`src/rtl/keypad_pkg.sv`:
```
// Shared keypad types: decoded key codes, operand-entry states and matrix size.
package keypad_pkg;
  localparam int ROWS = 4;
  localparam int COLS = 4;

  typedef enum logic [4:0] {
    KEY_0, KEY_1, KEY_2, KEY_3, KEY_4, KEY_5, KEY_6, KEY_7, KEY_8, KEY_9,
    KEY_A, KEY_B, KEY_C, KEY_D, KEY_STAR, KEY_HASH, KEY_NONE
  } key_code_t;

  typedef enum logic [1:0] {ENTER_A, ENTER_B, DONE} entry_state_t;

  function automatic logic is_digit(key_code_t k);
    return k <= KEY_9;
  endfunction
endpackage

```
`src/rtl/keypad_key_decoder.sv`:
```
// Combinational row/column latch to key code; anything not exactly one-hot
// on both axes decodes to KEY_NONE. Row bit 0 = top row, col bit 0 = left.
module keypad_key_decoder
  import keypad_pkg::*;
(
  input  logic [ROWS-1:0] row_lat,
  input  logic [COLS-1:0] col_lat,
  output key_code_t       key_code
);
  always_comb begin
    key_code = KEY_NONE;
    case ({row_lat, col_lat})
      8'b0001_0001: key_code = KEY_1;
      8'b0001_0010: key_code = KEY_2;
      8'b0001_0100: key_code = KEY_3;
      8'b0001_1000: key_code = KEY_A;
      8'b0010_0001: key_code = KEY_4;
      8'b0010_0010: key_code = KEY_5;
      8'b0010_0100: key_code = KEY_6;
      8'b0010_1000: key_code = KEY_B;
      8'b0100_0001: key_code = KEY_7;
      8'b0100_0010: key_code = KEY_8;
      8'b0100_0100: key_code = KEY_9;
      8'b0100_1000: key_code = KEY_C;
      8'b1000_0001: key_code = KEY_STAR;
      8'b1000_0010: key_code = KEY_0;
      8'b1000_0100: key_code = KEY_HASH;
      8'b1000_1000: key_code = KEY_D;
      default:      key_code = KEY_NONE;
    endcase
  end
endmodule

```
`src/rtl/keypad_operand_capture.sv`:
```
// Builds two BCD operands from keypad events and offers them under valid/ready.
// Optional macro KEYPAD_BACKSPACE_EN turns the D key into backspace.
module keypad_operand_capture
  import keypad_pkg::*;
#(
  parameter int DIGITS = 3
) (
  input  logic                           slow_clk,
  input  logic                           rst_n,
  input  logic                           key_pressed,
  input  logic [3:0]                     row_capture,
  input  logic [3:0]                     col_shift_reg,
  output logic [4*DIGITS-1:0]            operand_a,
  output logic [4*DIGITS-1:0]            operand_b,
  output logic                           entry_sel,
  output logic [$clog2(DIGITS+1)-1:0]    digit_count,
  output logic                           operands_valid,
  input  logic                           operands_ready
);
  localparam int W  = 4 * DIGITS;
  localparam int CW = $clog2(DIGITS + 1);

  logic [ROWS-1:0] row_lat;
  logic [COLS-1:0] col_lat;
  key_code_t       key;
  entry_state_t    state, state_d;
  logic [W-1:0]    a_d, b_d, cur, cur_d;
  logic [CW-1:0]   cnt_d;
  logic [3:0]      digit;

  keypad_key_decoder u_dec (
    .row_lat  (row_lat),
    .col_lat  (col_lat),
    .key_code (key)
  );

  assign digit          = key[3:0];
  assign entry_sel      = (state != ENTER_A);
  assign operands_valid = (state == DONE);
  assign cur            = (state == ENTER_B) ? operand_b : operand_a;

  always_comb begin
    state_d = state;
    a_d     = operand_a;
    b_d     = operand_b;
    cnt_d   = digit_count;
    cur_d   = cur;
    case (state)
      ENTER_A, ENTER_B: begin
        if (key_pressed) begin
          if (is_digit(key)) begin
            // A full operand swallows extra digits rather than dropping the MSD.
            if (digit_count < CW'(DIGITS)) begin
              cur_d = (cur << 4) | W'(digit);
              cnt_d = digit_count + CW'(1);
            end
          end else begin
            case (key)
              KEY_STAR: begin
                cur_d = '0;
                cnt_d = '0;
              end
              KEY_HASH: begin
                cnt_d   = '0;
                state_d = (state == ENTER_A) ? ENTER_B : DONE;
              end
`ifdef KEYPAD_BACKSPACE_EN
              KEY_D: begin
                if (digit_count != '0) begin
                  cur_d = cur >> 4;
                  cnt_d = digit_count - CW'(1);
                end
              end
`endif
              default: ;
            endcase
          end
        end
        if (state == ENTER_B) b_d = cur_d;
        else                  a_d = cur_d;
      end
      DONE: begin
        // Keys are dropped here, including one coincident with acceptance.
        if (operands_ready) begin
          state_d = ENTER_A;
          a_d     = '0;
          b_d     = '0;
          cnt_d   = '0;
        end
      end
      default: state_d = ENTER_A;
    endcase
  end

  always_ff @(posedge slow_clk or negedge rst_n) begin
    if (!rst_n) begin
      state       <= ENTER_A;
      operand_a   <= '0;
      operand_b   <= '0;
      digit_count <= '0;
    end else begin
      state       <= state_d;
      operand_a   <= a_d;
      operand_b   <= b_d;
      digit_count <= cnt_d;
    end
  end

  // Latch updates after decode, so a coincident scan pattern affects the next key.
  always_ff @(posedge slow_clk or negedge rst_n) begin
    if (!rst_n) begin
      row_lat <= '0;
      col_lat <= '0;
    end else if (row_capture != 4'b0) begin
      row_lat <= row_capture;
      col_lat <= col_shift_reg;
    end
  end
endmodule

```
`config.mk`:
```
export PLATFORM = sky130hd
export DESIGN_NAME = keypad_operand_capture
export DESIGN_NICKNAME = d
export VERILOG_FILES = /design/src/rtl/keypad_pkg.sv /design/src/rtl/keypad_key_decoder.sv /design/src/rtl/keypad_operand_capture.sv
export SDC_FILE = /design/constraint.sdc
export NUM_CORES = 1
export LEC_CHECK = 0
export ABC_CLOCK_PERIOD_IN_PS = 3000
export CORE_MARGIN = 4
export CORE_UTILIZATION = 54
export DETAILED_ROUTE_END_ITERATION = 10
export PLACE_DENSITY = 0.81
export SLEW_MARGIN = 30
export SYNTH_ARGS = -nofsm -noshare
export SYNTH_HDL_FRONTEND = slang
export SYNTH_SLANG_ARGS = --single-unit
export TNS_END_PERCENT = 20
```
`constraint.sdc`:
```
create_clock -name slow_clk -period 3 [get_ports slow_clk]
set_input_delay 0.6 -clock slow_clk [delete_from_list [all_inputs] [get_ports slow_clk]]
set_output_delay 0.6 -clock slow_clk [all_outputs]
set_load 0.05 [all_outputs]
```
Word level (Yosys, flattened, before mapping)
Cells that the tools add are included.
{"block": "totals", "ff_bits": 36, "in_bits": 12, "out_inout_bits": 28, "word_cells": 70}
{"block": "classes", "add_sub_neg": 1, "n_lt_le_gt_ge": 2, "n_eq_ne": 28, "n_mux": 22, "n_bitwise": 1, "reduce_logical": 10}
{"op": "2-to-1 mux 12 bit", "count": 8}
{"op": "case mux 5 bit (16 select lines)", "count": 1}
{"op": "case mux 12 bit (2 select lines)", "count": 2}
{"op": "equality test 8 x 5 -> 1 bit, second input constant", "count": 4}
{"op": "equality test 8 x 6 -> 1 bit, second input constant", "count": 4}
{"op": "equality test 8 x 7 -> 1 bit, second input constant", "count": 4}
{"op": "equality test 8 bit, second input constant", "count": 4}
{"op": "2-to-1 mux 2 bit", "count": 9}
{"op": "bitwise OR 12 x 4 -> 12 bit", "count": 1}
{"op": "equality test 5 x 4 -> 1 bit, second input constant", "count": 2}
{"op": "!= test 2 bit, second input constant", "count": 4}
{"op": "case mux 2 bit (2 select lines)", "count": 2}
{"op": "!= test 3 bit, second input constant", "count": 2}
{"op": "AND reduction 3 bit", "count": 2}
{"op": "<= comparator 5 x 4 -> 1 bit, second input constant", "count": 1}
{"op": "AND reduction 5 bit", "count": 1}
{"op": "!= test 2 x 1 -> 1 bit, second input constant", "count": 2}
{"op": "AND reduction 4 bit", "count": 1}
{"op": "nonzero test 2 bit", "count": 2}
{"op": "nonzero test 4 bit", "count": 1}
{"op": "OR reduction 2 bit", "count": 2}
{"op": "adder 2 x 1 -> 2 bit, second input constant", "count": 1}
{"op": "equality test 2 x 1 -> 1 bit, second input constant", "count": 1}
{"op": "equality test 2 bit, second input constant", "count": 1}
{"op": "2 further kinds", "count": 2}

Depth between registers and ports, before layout
Gate-level depths: netlist of run 1.
{"block": "logic_depth", "ltp_word": 8, "depth_mapped": 10, "ltp_nobuf": 7}

Hierarchy
A second synthesis of run 1 with hierarchy kept.
{"block": "unflattened", "hier_cells": 189, "area_unflattened_um2": 2006.9}
{"mod": "keypad_operand_capture", "instances": 1, "cells_each": 130, "area_each_um2": 1567.8, "seq_area_each_um2": 900.9}
{"mod": "keypad_key_decoder", "instances": 1, "cells_each": 59, "area_each_um2": 439.2, "seq_area_each_um2": 0.0}

Worst setup path after synthesis of run 1
Ideal clock, no wire load.
{"block": "synth_timing", "kind": "register -> register", "start": "register row_lat[0]", "end": "register operand_a[2]", "setup_time_ns": 0.144, "arrival_ns": 2.468, "required_time_ns": 2.856, "slack_ns": 0.388, "path_stages_with_launch": 8, "n_path_buf": 0, "synth_period_minus_slack_ns": 2.612, "cell_sequence": "dfrtp_1 or4b_4 or4_4 o41ai_2 or2_2 nand4b_4 a2111oi_4 o22ai_1"}
{"block": "synth_via", "elab_chain_cells": 8, "word_cells_on_any_way": 26, "cone_classes": "1 x order compare; 17 x eq/ne; 7 x mux; 1 x bitwise"}
{"item": "start, declared", "line_no": "keypad_operand_capture.sv:23", "rtl": "logic [ROWS-1:0] row_lat;"}
{"item": "start signal, assigned", "line_no": "keypad_operand_capture.sv:115", "rtl": "row_lat <= row_capture;"}
{"item": "equality test 8 bit (tied with other cells)", "line_no": "keypad_key_decoder.sv:12", "rtl": "case ({row_lat, col_lat})"}
{"item": "case mux 5 bit (16 select lines) (*)", "line_no": "keypad_key_decoder.sv:12"}
{"item": "parallel branches: the longest is 2 deep, another holds <= comparator 5 x 4 -> 1 bit"}
{"item": "2-to-1 mux 12 bit (*)", "line_no": "keypad_operand_capture.sv:51", "rtl": "if (is_digit(key)) begin"}
{"item": "2-to-1 mux 12 bit (*)", "line_no": "keypad_operand_capture.sv:50", "rtl": "if (key_pressed) begin"}
{"item": "2-to-1 mux 12 bit (*)", "line_no": "keypad_operand_capture.sv:79", "rtl": "if (state == ENTER_B) b_d = cur_d;"}
{"item": "case mux 12 bit (2 select lines) (*)", "line_no": "keypad_operand_capture.sv:48", "rtl": "case (state)"}
{"item": "end signal, assigned", "line_no": "keypad_operand_capture.sv:98", "rtl": "operand_a <= '0;"}
{"item": "end signal, assigned", "line_no": "keypad_operand_capture.sv:103", "rtl": "operand_a <= a_d;"}
{"item": "end, declared", "line_no": "keypad_operand_capture.sv:13", "rtl": "output logic [4*DIGITS-1:0] operand_a,"}
Mark *: on every way between the ends. The select of a mux whose other input is x is not followed.
A chain may end at the register's enable or synchronous reset.

Worst setup path after layout of run 1
{"block": "layout_timing", "start": "register row_lat[3]", "end": "register operand_a[2]"}
The elaborated chain is that of the path after synthesis.

==> flow_metrics.tcl, run 1 <==
set metrics [dict create \
    status "finished, final reports clean" \
    drive_gt1_share_pct 16.88 \
    routedWlPerCell_um 17.98 \
    skew_ns 0.01141 \
    clk_pin_slew_ns 0.07 \
    overflow 0 \
    multi_input_area_mm2 0.001413 \
    hp-start "digit_count[1]$_DFFE_PN0P_" \
    cts_max_path_buffers 2 \
    place_hpwl_um 4723 \
    synth.avg_cell_area_um2 8.885 \
    grt_start_max_net_pins 37 \
    dr.pass1.iters 6 \
    fp.dieArea_mm2 0.005702 \
    dp.cells 364 \
    end_kind "flop" \
    port_buffers 39 \
    worst_ep_required_time_ns 3.16 \
    switching_share_pct 41.13 \
    antenna_found_initial 0 \
    std_cell_rows 24 \
    regArea_um2 900.9 \
    leakagePower_nw 1.304 \
    synthArstFlopShare_pct 100.0 \
    r2r-end "operand_a[2]$_DFFE_PN0P_" \
    slew_violations 0 \
    ios 40 \
    numCtsBuffers 5 \
    worstRegToRegCells 8 \
    p_switching_mw 0.7819 \
    worstSetupPathType "flop to flop" \
    core-area_mm2 0.004384 \
    fmaxAchievable_ghz 0.3552 \
    slew_headroom_pct 35.08 \
    drt_wl_total_um 6690 \
    cts_root_buffer "clkbuf_8" \
    synth_cell_types 56 \
    path_max_fanout 12 \
    yosysSeqAreaShare_pct 36.60 \
    clock-sinks 36 \
    dr.first_iter.drc_count 185 \
    postSynthCellCount 277 \
    tightestPinTransition_ns 0.9587 \
    p_per_area_mw_per_mm2 618.7 \
    whs_endpoint "digit_count[1]$_DFFE_PN0P_" \
    hold_class "flop to flop" \
    vdd_drop_max_mv 0.5094 \
    synthesis.nets 290 \
    cts_tree "yes" \
    area_growth_syn_to_layout_pct 24.86 \
    stdcell_count 372 \
    r2r_start "row_lat[3]$_DFFE_PN0P_" \
    utilization_pct 70.09 \
    nets 332 \
    rrSetupSlack_ns 0.18 \
    gp_congestion 0.9212 \
    drc 0 \
    die_w_um 75.51 \
    clkLatencyLatePin_ns 0.29 \
    grt.total_usage_pct 25.45 \
    max_cap_violations 0 \
    grt_pass1_wl_um 11180 \
    cts_resized 0 \
    die_h_um 75.51 \
    internal-power_mw 1.119 \
    h-tree-depth 2 \
    n_fill_cell 352 \
    hold_depth 1 \
    grt_pass1_vias 2347 \
    p_comb_share_pct 43.5 \
    setup_viol 0 \
    p_seq_share_pct 34.2 \
    yosys_warnings 0 \
    clkPwrFrac_pct 22.3 \
    cts_hold_buf 0 \
    via_count 2378 \
    rsz0062_at_grt "no" \
    synth_area_mm2 0.002461 \
    ys.flop_type "dfrtp_1" \
    cp_data_arrival_time_ns 2.97 \
    startpoint_type "flop" \
    final_antenna_net_count 0 \
    start_util_pct 56.14 \
    power.total_mw 1.901 \
    synth_edf_count 0 \
    setup_tns_ns 0 \
    finalCritPeriodShare_pct 93.85 \
    antenna_cells 0 \
    final_hold_viol_count 0 \
    synth_seq_cells 36 \
    layout_min_cycle_time_ns 2.815 \
    post-cts-setup-buffers 0 \
    vias_per_cell 6.392 \
]
## how the worst max path moves through the flow
stage / slack (ns) / depth (start not counted) / to / from
global placement: 0.26 / 8 / operand_a[2]$_DFFE_PN0P_ / row_lat[2]$_DFFE_PN0P_
finish: 0.18 / 8 / operand_a[2]$_DFFE_PN0P_ / row_lat[3]$_DFFE_PN0P_
CTS: 0.20 / 8 / operand_a[2]$_DFFE_PN0P_ / row_lat[2]$_DFFE_PN0P_
global route: 0.03 / 8 / operand_b[0]$_DFFE_PN0P_ / row_lat[2]$_DFFE_PN0P_
detailed placement: 0.21 / 8 / operand_a[2]$_DFFE_PN0P_ / row_lat[3]$_DFFE_PN0P_
floorplan: 0.39 / 7 / operand_a[2]$_DFFE_PN0P_ / row_lat[0]$_DFFE_PN0P_
## layout make-up
cell class	instances	share of cell area, %
Clock buffer	6	2.362
Clock inverter	2	1.140
Inverter	7	0.8550
Multi-Input combinational cell	207	45.97
Sequential cell	36	29.32
Tap cell	52	2.117
Timing Repair Buffer	62	18.24
## cells in the final DEF, fill, tap and decap left out, drive strengths merged, types with 4 or more instances in the layout
cell type	netlist	layout
mux2	9	9
a21o	5	5
clkdlybuf4s50	0	38
nor3	5	5
buf	14	24
nor2	9	9
nor2b	4	4
inv	6	6
mux2i	7	7
o22ai	11	11
nor4b	7	7
a31oi	9	9
dfrtp	36	36
nand2	40	40
o2111ai	4	4
or2	4	4
a211oi	12	12
clkbuf	13	6
a21oi	18	18
xor2	4	4
o21ai	14	14
## sequential cells by signal, summed over array words and instances, names as in the netlist
name,count
col_lat,4
digit_count,2
operand_a,12
operand_b,12
row_lat,4
state,2
## cells in the mapped netlist, types with 4 or more instances
| master | count | share of area, % |
|---|---|---|
| a211oi_1 | 12 | 3.7 |
| a21o_1 | 5 | 1.5 |
| a21oi_1 | 18 | 3.7 |
| a31oi_1 | 9 | 2.3 |
| buf_2 | 10 | 2.0 |
| clkbuf_1 | 13 | 2.0 |
| dfrtp_1 | 36 | 37 |
| inv_1 | 6 | 0.92 |
| mux2_2 | 9 | 4.1 |
| mux2i_1 | 7 | 2.8 |
| nand2_1 | 40 | 6.1 |
| nor2_1 | 9 | 1.4 |
| nor2b_1 | 4 | 1.0 |
| nor3_1 | 5 | 1.0 |
| nor4b_1 | 6 | 2.1 |
| o2111ai_1 | 4 | 1.4 |
| o21ai_0 | 13 | 2.6 |
| o22ai_1 | 10 | 2.5 |
| or2_2 | 4 | 1.0 |
| xor2_1 | 4 | 1.4 |
## per-stage QoR
step,cell area (um2),hold WS [ns],worst slack (ns)
after CTS,3073,0.5387,0.1972
after global routing,3073,0.5691,0.02678
after floorplan,2461,0.3044,0.3878
final,3073,0.5387,0.1846
after global placement,2965,0.5282,0.2567
after detailed placement,2965,0.5227,0.2131
## cells by family (layout without fill, tap and decap cells)
| group | count (synthesis) | after routing | share of synthesized area, % |
|---|---|---|---|
| AOI/OAI and AO/OA | 95 | 95 | 27.30 |
| xor gates and xnor gates | 7 | 7 | 2.491 |
| adders and majority gates | 1 | 1 | 0.5083 |
| buffers and inverters | 34 | 77 | 5.999 |
| DFF | 36 | 36 | 36.60 |
| muxes | 16 | 16 | 6.965 |
| and+or+nand+nor | 88 | 88 | 20.13 |
## worst max-delay path: stages, from the launching register on
cell       delay [ns]
dfrtp_1          0.57
or4b_4           0.52
or4_4            0.52
o41ai_2          0.07
or2_2            0.19
nand4b_4         0.12
a2111oi_4        0.39
buf_4            0.20
o22ai_1          0.09
## routing by layer
layer,vias to the layer above,track usage [%],routed length (um)
met3,21,5.013,358
met1,1130,34.28,2923
met2,101,40.08,3211
met4,0,10.68,197
met5,-,0,0
li1,1126,-,-
## power groups by stage
stage	Sequential [mW]	Combinational (mW)	Clock (mW)
floorplan	0.895	0.315	0
global placement	0.656	0.812	0
detailed placement	0.654	0.821	0
CTS	0.648	0.827	0.430
global route	0.664	0.884	0.449
finish	0.650	0.828	0.424
Power figures use the tool's default switching activity.
==> run 2, diff against run 1 <==
Settings changed: CTS_CLUSTER_DIAMETER set to 50.
==> results of run 2 <==
Final layout, timing and power as in run 1 (identical DEF).
==> run 3, diff against run 2 <==
Settings changed: CORE_UTILIZATION 54 to 45, GPL_TIMING_DRIVEN set to 0, PLACE_DENSITY 0.81 to 0.69.
==> run 3 against run 2 <==
Compared with the run above:
- sequential power shrank 3%
- clock power shrank 28%
- critical path depth grew 1
- setup slack lost 0.031 ns
- final area shrank 0.29%
- via count grew 1.3%
- clock skew shrank 0.0093 ns
- critical endpoint is now operand_b[1]$_DFFE_PN0P_
- largest power group unchanged
==> flow_metrics.tcl, run 3 (synthesis gave the netlist of run 1 again) <==
set metrics [dict create \
    vdd_drop_max_mv 0.4339 \
    slew_violations 0 \
    dr.pass1.iters 5 \
    final_antenna_net_count 0 \
    dp.cells 386 \
    layout_min_cycle_time_ns 2.846 \
    stdcell_count 393 \
    grt.busiest_layer "met2" \
    end_kind "flop" \
    clock-sinks 36 \
    use_met3_pct 3.399 \
    startpoint_type "flop" \
    grtUsageMet1_pct 32.55 \
    numCtsBuffers 5 \
    gp_congestion 0.9194 \
    routedWlPerCell_um 17.91 \
    placed_area_mm2 0.002958 \
    nets 338 \
    finalCritPeriodShare_pct 94.88 \
    die_h_um 81.96 \
    skew_ns 0.002082 \
    reg_top3 "operand_a (12), operand_b (12)" \
    power.total_mw 1.790 \
    drt_wl_total_um 7038 \
    drc 0 \
    grt_use_met2_pct 34.57 \
    layout_commonest_cell "nand2_1" \
    leakagePower_nw 1.268 \
    port_buffers 38 \
    clk_pin_slew_ns 0.06 \
    timing.hold.ws_ns 0.2476 \
    overflow 0 \
    grt_start_max_net_pins 22 \
    hold_class "primary input to async pin" \
    final_hold_viol_count 0 \
    p_per_area_mw_per_mm2 584.1 \
    area_growth_syn_to_layout_pct 24.50 \
    n_fill_cell 482 \
    setup_viol 0 \
    antenna_found_initial 0 \
    tightestPinTransition_ns 0.7689 \
    ios 40 \
    cts_hold_buf 0 \
    preCtsSetupSlack_ns -0.1506 \
    core-area_mm2 0.005205 \
    worst_ep_required_time_ns 3.15 \
    cp_data_arrival_time_ns 3.00 \
    status "finished, final reports clean" \
    path_max_fanout 10 \
    setup_tns_ns 0 \
    die_w_um 81.96 \
    grt_pass1_wl_um 11740 \
    final_cell_mix "nand2_1 (40), dfrtp_1 (36), clkdlybuf4s50_1 (36)" \
    std_cell_rows 26 \
    fin_ws_ns 0.1536 \
    clkLatencyLatePin_ns 0.28 \
    start_util_pct 47.28 \
    cts_max_path_buffers 2 \
    place_hpwl_um 4985 \
    grt_pass1_vias 2274 \
    cts_tree "yes" \
    fp.dieArea_mm2 0.006717 \
    slew_headroom_pct 48.32 \
    dr.first_iter.drc_count 181 \
    fmaxAchievable_ghz 0.3513 \
    vias_per_cell 6.132 \
    antenna_cells 0 \
    max_cap_violations 0 \
    design_area_mm2 0.003064 \
    utilization_pct 58.87 \
    rsz0062_at_grt "no" \
    via_count 2410 \
    h-tree-depth 2 \
    cts_root_buffer "clkbuf_8" \
    grt.total_usage_pct 22.61 \
    drive_gt1_share_pct 14.86 \
    worstSetupPathType "flop to flop" \
]
[run 3: power breakdown]
part	internal (mW)	switching, mW
logic	0.305	0.545
clock network	0.149	0.157
registers	0.567	0.0652
[run 3: final timing paths]
check | from | to | slack [ns] | depth (start not counted)
setup / recovery | row_lat[1]$_DFFE_PN0P_ | operand_b[1]$_DFFE_PN0P_ | 0.15 | 9
setup reg to reg | row_lat[1]$_DFFE_PN0P_ | operand_b[1]$_DFFE_PN0P_ | 0.15 | 9
min in group slow_clk | digit_count[0]$_DFFE_PN0P_ | digit_count[0]$_DFFE_PN0P_ | 0.53 | 1
max in group asynchronous | rst_n | operand_b[3]$_DFFE_PN0P_ | 2.30 | 2
hold / removal | rst_n | operand_b[1]$_DFFE_PN0P_ | 0.25 | 1
hold reg to reg | digit_count[0]$_DFFE_PN0P_ | digit_count[0]$_DFFE_PN0P_ | 0.53 | 1
[run 3: metal layers]
metal,vias to the layer above,wire length [um]
met2,91,3416
met4,0,83
li1,1136,-
met5,-,0
met3,9,354
met1,1174,3184
[run 3: layout make-up]
class                   instances  area, um2  area share, %
repair buffers                 41      416.7          13.60
plain buffers                  27      125.1          4.083
clock buffers                   5      68.82          2.246
multi-input cells             207       1439          46.96
flip-flops and latches         36      900.9          29.40
inverters                       7      26.28         0.8575
well taps                      70      87.58          2.858
[run 3: what timing repair did]
action | CTS | global route
pin swaps | 1 | 0
endpoints found under the setup margin | 21 | 2
gates resized for setup | 3 | 3
setup buffers | 2 | 0
[run 3: critical path: stages (launching register included)]
cell	delay (ns)
dfrtp_1	0.42
clkbuf_1	0.39
nand2b_1	0.19
nor4b_1	0.06
o31ai_1	0.29
o311ai_2	0.27
o22a_1	0.35
a211oi_4	0.32
clkbuf_4	0.29
o21ai_0	0.13
